`config.mk`:
```
export PLATFORM = sky130hd
export DESIGN_NAME = gen_stream_arb_mux
export DESIGN_NICKNAME = d
export VERILOG_FILES = /design/src/rtl/gen_stream_arb_mux.sv
export SDC_FILE = /design/constraint.sdc
export NUM_CORES = 1
export LEC_CHECK = 0
export CAP_MARGIN = 30
export CELL_PAD_IN_SITES_DETAIL_PLACEMENT = 0
export CELL_PAD_IN_SITES_GLOBAL_PLACEMENT = 2
export CORE_AREA = 2 2 53 105
export CTS_CLUSTER_SIZE = 24
export DETAILED_ROUTE_END_ITERATION = 6
export DIE_AREA = 0 0 55 107
export PLACE_DENSITY = 0.82
export SETUP_SLACK_MARGIN = 0.15
export SYNTH_ARGS = -nofsm -noshare
export SYNTH_HDL_FRONTEND = slang
export SYNTH_SLANG_ARGS = --single-unit
```
`constraint.sdc`:
```
create_clock -name clk -period 2.1 [get_ports clk]
set_clock_uncertainty 0.05 [all_clocks]
set_input_delay 0.42 -clock clk [delete_from_list [all_inputs] [get_ports clk]]
set_output_delay 0.42 -clock clk [all_outputs]
set_load 0.01 [all_outputs]
```
`src/rtl/gen_stream_arb_mux.sv`:
```
`default_nettype none
// ============================================================================
// Module   : gen_stream_arb_mux
// Summary  : N-channel valid/ready stream mux with packet locking, fixed-
//            priority or round-robin arbitration and a registered output.
// Revision : 1.0  initial release
// ============================================================================

module gen_stream_arb_mux #(
   parameter int WIDTH    = 8,
   parameter int CHANNELS = 4,
   parameter int ARB_MODE = 0,
   localparam int CW      = (CHANNELS > 1) ? $clog2(CHANNELS) : 1
) (
   input  logic                  clk,
   input  logic                  rst,
   input  logic [CHANNELS*WIDTH-1:0] in_data,
   input  logic [CHANNELS-1:0]   in_valid,
   input  logic [CHANNELS-1:0]   in_last,
   output logic [CHANNELS-1:0]   in_ready,
   output logic [WIDTH-1:0]      out_data,
   output logic                  out_last,
   output logic [CW-1:0]         out_chan,
   output logic                  out_valid,
   input  logic                  out_ready
);

   localparam logic [0:0] c_idle   = 1'b0;
   localparam logic [0:0] c_locked = 1'b1;

   logic [0:0]       r_state;
   logic [0:0]       w_state_nxt;
   logic [CW-1:0]    r_owner;
   logic [CW-1:0]    w_owner_nxt;
   logic [CW-1:0]    w_arb_idx;
   logic             w_arb_found;
   logic [CW-1:0]    w_sel;
   logic             w_grant_any;
   logic             w_sel_last;
   logic             w_load_en;
   logic             w_accept;
   logic [WIDTH-1:0] w_chan_data [CHANNELS];
   logic [WIDTH-1:0] r_out_data;
   logic             r_out_last;
   logic [CW-1:0]    r_out_chan;
   logic             r_out_valid;

   for (genvar gi = 0; gi < CHANNELS; gi++) begin : g_unpack
      assign w_chan_data[gi] = in_data[gi*WIDTH +: WIDTH];
   end

   if (ARB_MODE == 1) begin : g_rr
      logic [CW-1:0] r_rr_ptr;

      // Pointer moves past the channel that just finished a packet.
      always_ff @(posedge clk) begin
         if (rst) begin
            r_rr_ptr <= '0;
         end else if (w_accept && w_sel_last) begin
            r_rr_ptr <= CW'((int'(w_sel) + 1) % CHANNELS);
         end
      end

      always_comb begin
         logic [CW-1:0] w_idx;
         w_idx       = '0;
         w_arb_idx   = '0;
         w_arb_found = 1'b0;
         for (int k = 0; k < CHANNELS; k++) begin
            w_idx = CW'((int'(r_rr_ptr) + k) % CHANNELS);
            if (!w_arb_found && in_valid[w_idx]) begin
               w_arb_idx   = w_idx;
               w_arb_found = 1'b1;
            end
         end
      end
   end else begin : g_fixed
      // Scan downward so the lowest valid index is the last one written.
      always_comb begin
         w_arb_idx   = '0;
         w_arb_found = 1'b0;
         for (int k = CHANNELS - 1; k >= 0; k--) begin
            if (in_valid[CW'(k)]) begin
               w_arb_idx   = CW'(k);
               w_arb_found = 1'b1;
            end
         end
      end
   end

   assign w_load_en   = !r_out_valid || out_ready;
   assign w_sel       = (r_state == c_locked) ? r_owner : w_arb_idx;
   assign w_grant_any = (r_state == c_locked) || w_arb_found;
   assign w_sel_last  = in_last[w_sel];
   assign w_accept    = w_load_en && !rst && w_grant_any && in_valid[w_sel];

   always_ff @(posedge clk) begin
      if (rst) begin
         r_state <= c_idle;
         r_owner <= '0;
      end else begin
         r_state <= w_state_nxt;
         r_owner <= w_owner_nxt;
      end
   end

   always_comb begin
      w_state_nxt = r_state;
      w_owner_nxt = r_owner;
      case (r_state)
         c_idle: begin
            if (w_accept && !w_sel_last) begin
               w_state_nxt = c_locked;
               w_owner_nxt = w_sel;
            end
         end
         c_locked: begin
            if (w_accept && w_sel_last) begin
               w_state_nxt = c_idle;
            end
         end
         default: w_state_nxt = c_idle;
      endcase
   end

   // A locked owner keeps its grant even while it has no valid beat.
   always_comb begin
      in_ready = '0;
      if (w_load_en && !rst && w_grant_any) begin
         in_ready[w_sel] = 1'b1;
      end
   end

   always_ff @(posedge clk) begin
      if (rst) begin
         r_out_valid <= 1'b0;
         r_out_data  <= '0;
         r_out_last  <= 1'b0;
         r_out_chan  <= '0;
      end else if (w_accept) begin
         r_out_valid <= 1'b1;
         r_out_data  <= w_chan_data[w_sel];
         r_out_last  <= w_sel_last;
         r_out_chan  <= w_sel;
      end else if (out_ready) begin
         r_out_valid <= 1'b0;
      end
   end

   assign out_data  = r_out_data;
   assign out_last  = r_out_last;
   assign out_chan  = r_out_chan;
   assign out_valid = r_out_valid;

endmodule

`default_nettype wire

```
==> results.json <==
{
  "power_frac_clock": 0.235,
  "hold_end": "out_chan[0]$_SDFFE_PP0P_",
  "r2r_cells": 6,
  "p_seq_frac": 0.342,
  "fillers": 558,
  "syn_inst": 104,
  "grt_max_degree": 17,
  "layout_min_cycle_time_ps": 1853,
  "criticalPathCategory": "in2out",
  "fp.dieW_um": 55,
  "finalSetupViolCount": 0,
  "grt_pass1_wl_mm": 5.340,
  "yosys_most_used_dff": "dfxtp_1",
  "die_area_um2": 5885,
  "synth_top_family_by_area": "compound AO/OA/AOI/OAI gates",
  "area_growth_pct": 66.87,
  "grt_overflow_total": 0,
  "yosysMostFrequentCell": "dfxtp_1",
  "synthTopCellsByCount": "15 x dfxtp_1, 10 x a21oi_1, 9 x mux2_2",
  "syn_avg_cell_area_um2": 10.02,
  "num_io_pins": 59,
  "crit_required_ps": 1630,
  "num_vias": 1116,
  "muxShareOfSynthArea": 0.1164,
  "synth_cell_types": 38,
  "nets": 213,
  "antenna_cells": 0,
  "io_buffers": 58,
  "synthTopCellsByArea": "dfxtp_1 29%, mux2_2 9.7%, a211oi_2 8.4%",
  "vias_per_cell": 4.916,
  "cap_violations": 0,
  "yosysSeqAreaShare": 0.2881,
  "synthesis.nets": 147,
  "power.density_nw_per_um2": 578.4,
  "finalMaxSlewViolations": 0,
  "clock_latency_ps": 250,
  "place.gp.congestion": 0.8146,
  "max_freq_mhz": 539.6,
  "p_int_w": 0.0006980,
  "synth_edf_count": 0,
  "fin_crit_sh": 0.8825,
  "clk_path_buf_depth": 2,
  "p_comb_frac": 0.423,
  "final_util": 0.3415,
  "hold_viol_final": 0,
  "dp_hpwl_mm": 2.885,
  "p_switching_w": 0.0003080,
  "cts_tree": "done",
  "drt-initial-drc-count": 30,
  "hp-start": "out_chan[0]$_SDFFE_PP0P_",
  "ant_nets": 0,
  "cts_inserted_buffers": 3,
  "clock_sinks": 15,
  "yosysTopAreaCell": "dfxtp_1",
  "grt_pass1_vias": 1218,
  "critPathLaunchType": "input port",
  "r2r_slack_ps": 290,
  "worst_pin_slew_ps": 382.7,
  "power_leakage_nw": 0.6549,
  "cts.reportedPaths.clkPinSlew_ps": 60,
  "holdBufCountCts": 0,
  "wire_per_inst_um": 15.38,
  "rsz0062_at_grt": "true",
  "layout-drive-gt1-share": 0.2722,
  "r2r-start": "r_owner[0]$_SDFFE_PP0P_",
  "hold_class": "reg2reg",
  "yosys_warnings": 0,
  "synth_compound_area_frac": 0.3409,
  "crit_path_max_fanout": 4,
  "fp.dieH_um": 107,
  "ir_drop_mv": 0.2905,
  "placementRows": 37,
  "antenna_found_initial": 0,
  "dp_slack_ps": -505.0,
  "synth_xor_area_frac": 0,
  "drt_pass1_iterations": 4,
  "grt.total_usage": 0.1230,
  "root_buffer": "clkbuf_8",
  "arrival_ps": 1380,
  "swShare": 0.3061,
  "hold_depth": 2,
  "post-cts-setup-buffer-count": 0,
  "synthArstFlopShare": 0,
  "routed_wl_mm": 3.492,
  "synth_top_cell_area_share": 0.2881,
  "synth_simple_gate_area_share": 0.1381,
  "syn_area_um2": 1042,
  "core_area_um2": 5092,
  "status": "complete, no violations",
  "initial_core_util": 0.2047,
  "synth-seq-cells": 15,
  "power_w": 0.001006,
  "htree_levels": 1,
  "synthAdderAreaFrac": 0,
  "relSlewSlack": 0.7449,
  "worst_slack_ps": 246.8,
  "drc": 0,
  "rr_endpoint": "out_last$_SDFFE_PP0P_",
  "worst_setup_path_end_kind": "output pin"
}
layout make-up:
| cell class | count | area (um^2) | area share |
|---|---|---|---|
| timing repair buffer | 70 | 665.6 | 0.3827 |
| multi-input combinational | 77 | 643.1 | 0.3698 |
| sequential | 15 | 301.5 | 0.1734 |
| tap | 58 | 72.57 | 0.04173 |
| clock buffer | 4 | 45.04 | 0.02590 |
| inverter | 3 | 11.26 | 0.006475 |
cells in the final DEF (no fill, tap or decap), drive strengths merged, types with 2 or more instances in the layout:
cell	instances
clkdlybuf4s50	52
buf	16
dfxtp	15
a21oi	10
mux2	9
a222oi	8
a211oi	8
nor2b	4
clkbuf	4
nor3	4
inv	3
o211ai	3
nand3	3
o21ai	3
nor2	3
nand2	2
mux2i	2
and3	2
o21a	2
a221oi	2
and2b	2
how the worst max path moves through the flow:
stage                                  startpoint                       end  slack [ps]  cells after the start
after floorplan                       in_valid[0]               in_ready[1]         310                      3
after global placement                  out_ready               in_ready[3]        -470                      5
after detailed placement                out_ready               in_ready[3]        -510                      5
after CTS                             in_valid[0]  out_data[7]$_SDFFE_PP0P_         160                      7
after global routing      r_owner[0]$_SDFFE_PP0P_     out_last$_SDFFE_PP0P_         140                      6
final                                         rst               in_ready[3]         250                      4
critical path: stages:
cell and delay (ps):
clkdlybuf4s50_1 440, or2_4 270, nor3_2 110, buf_2 150
repair_timing:
action	4_1_cts	5_1_grt
pin swaps	3	1
gates resized for setup	20	8
setup endpoints to repair	4	14
gates cloned	0	1
hold endpoints to repair	0	0
flip-flops by register name, indices dropped and copies added (netlist names):
name,flops
out_chan,2
out_data,8
out_last,1
out_valid,1
r_owner,2
r_state,1
metrics by stage:
stage | cells | setup TNS (ps) | hold WS, ps | cell area (um^2)
2_1_floorplan | 104 | 0 | 448.4 | 1042
3_3_place_gp | 222 | -2535 | 420.8 | 1680
3_5_place_dp | 222 | -2724 | 429.4 | 1680
4_1_cts | 226 | 0 | 448.1 | 1717
5_1_grt | 227 | 0 | 491.3 | 1739
6_report | 227 | 0 | 445.8 | 1739
per-layer routing:
metal / vias up / track usage / routed length [um]
met3: 13 / 0.01811 / 214
met4: 0 / 0.08362 / 176
met1: 525 / 0.1159 / 1147
li1: 540 / - / -
met2: 38 / 0.2228 / 1954
met5: - / 0 / 0
power groups by stage:
stage | Sequential [W] | Clock, W | Combinational [W]
after floorplan | 0.000350 | 0 | 0.000231
after global placement | 0.000350 | 0 | 0.000419
after detailed placement | 0.000349 | 0 | 0.000425
after CTS | 0.000344 | 0.000240 | 0.000425
after global routing | 0.000350 | 0.000258 | 0.000461
final | 0.000344 | 0.000237 | 0.000425
kinds of logic after synthesis:
| kind of cell | after synthesis |
|---|---|
| simple gates | 24 |
| buf+inv | 12 |
| flops | 15 |
| compound gates | 42 |
| mux | 11 |
Note: power is estimated with default switching activity, not from simulation.
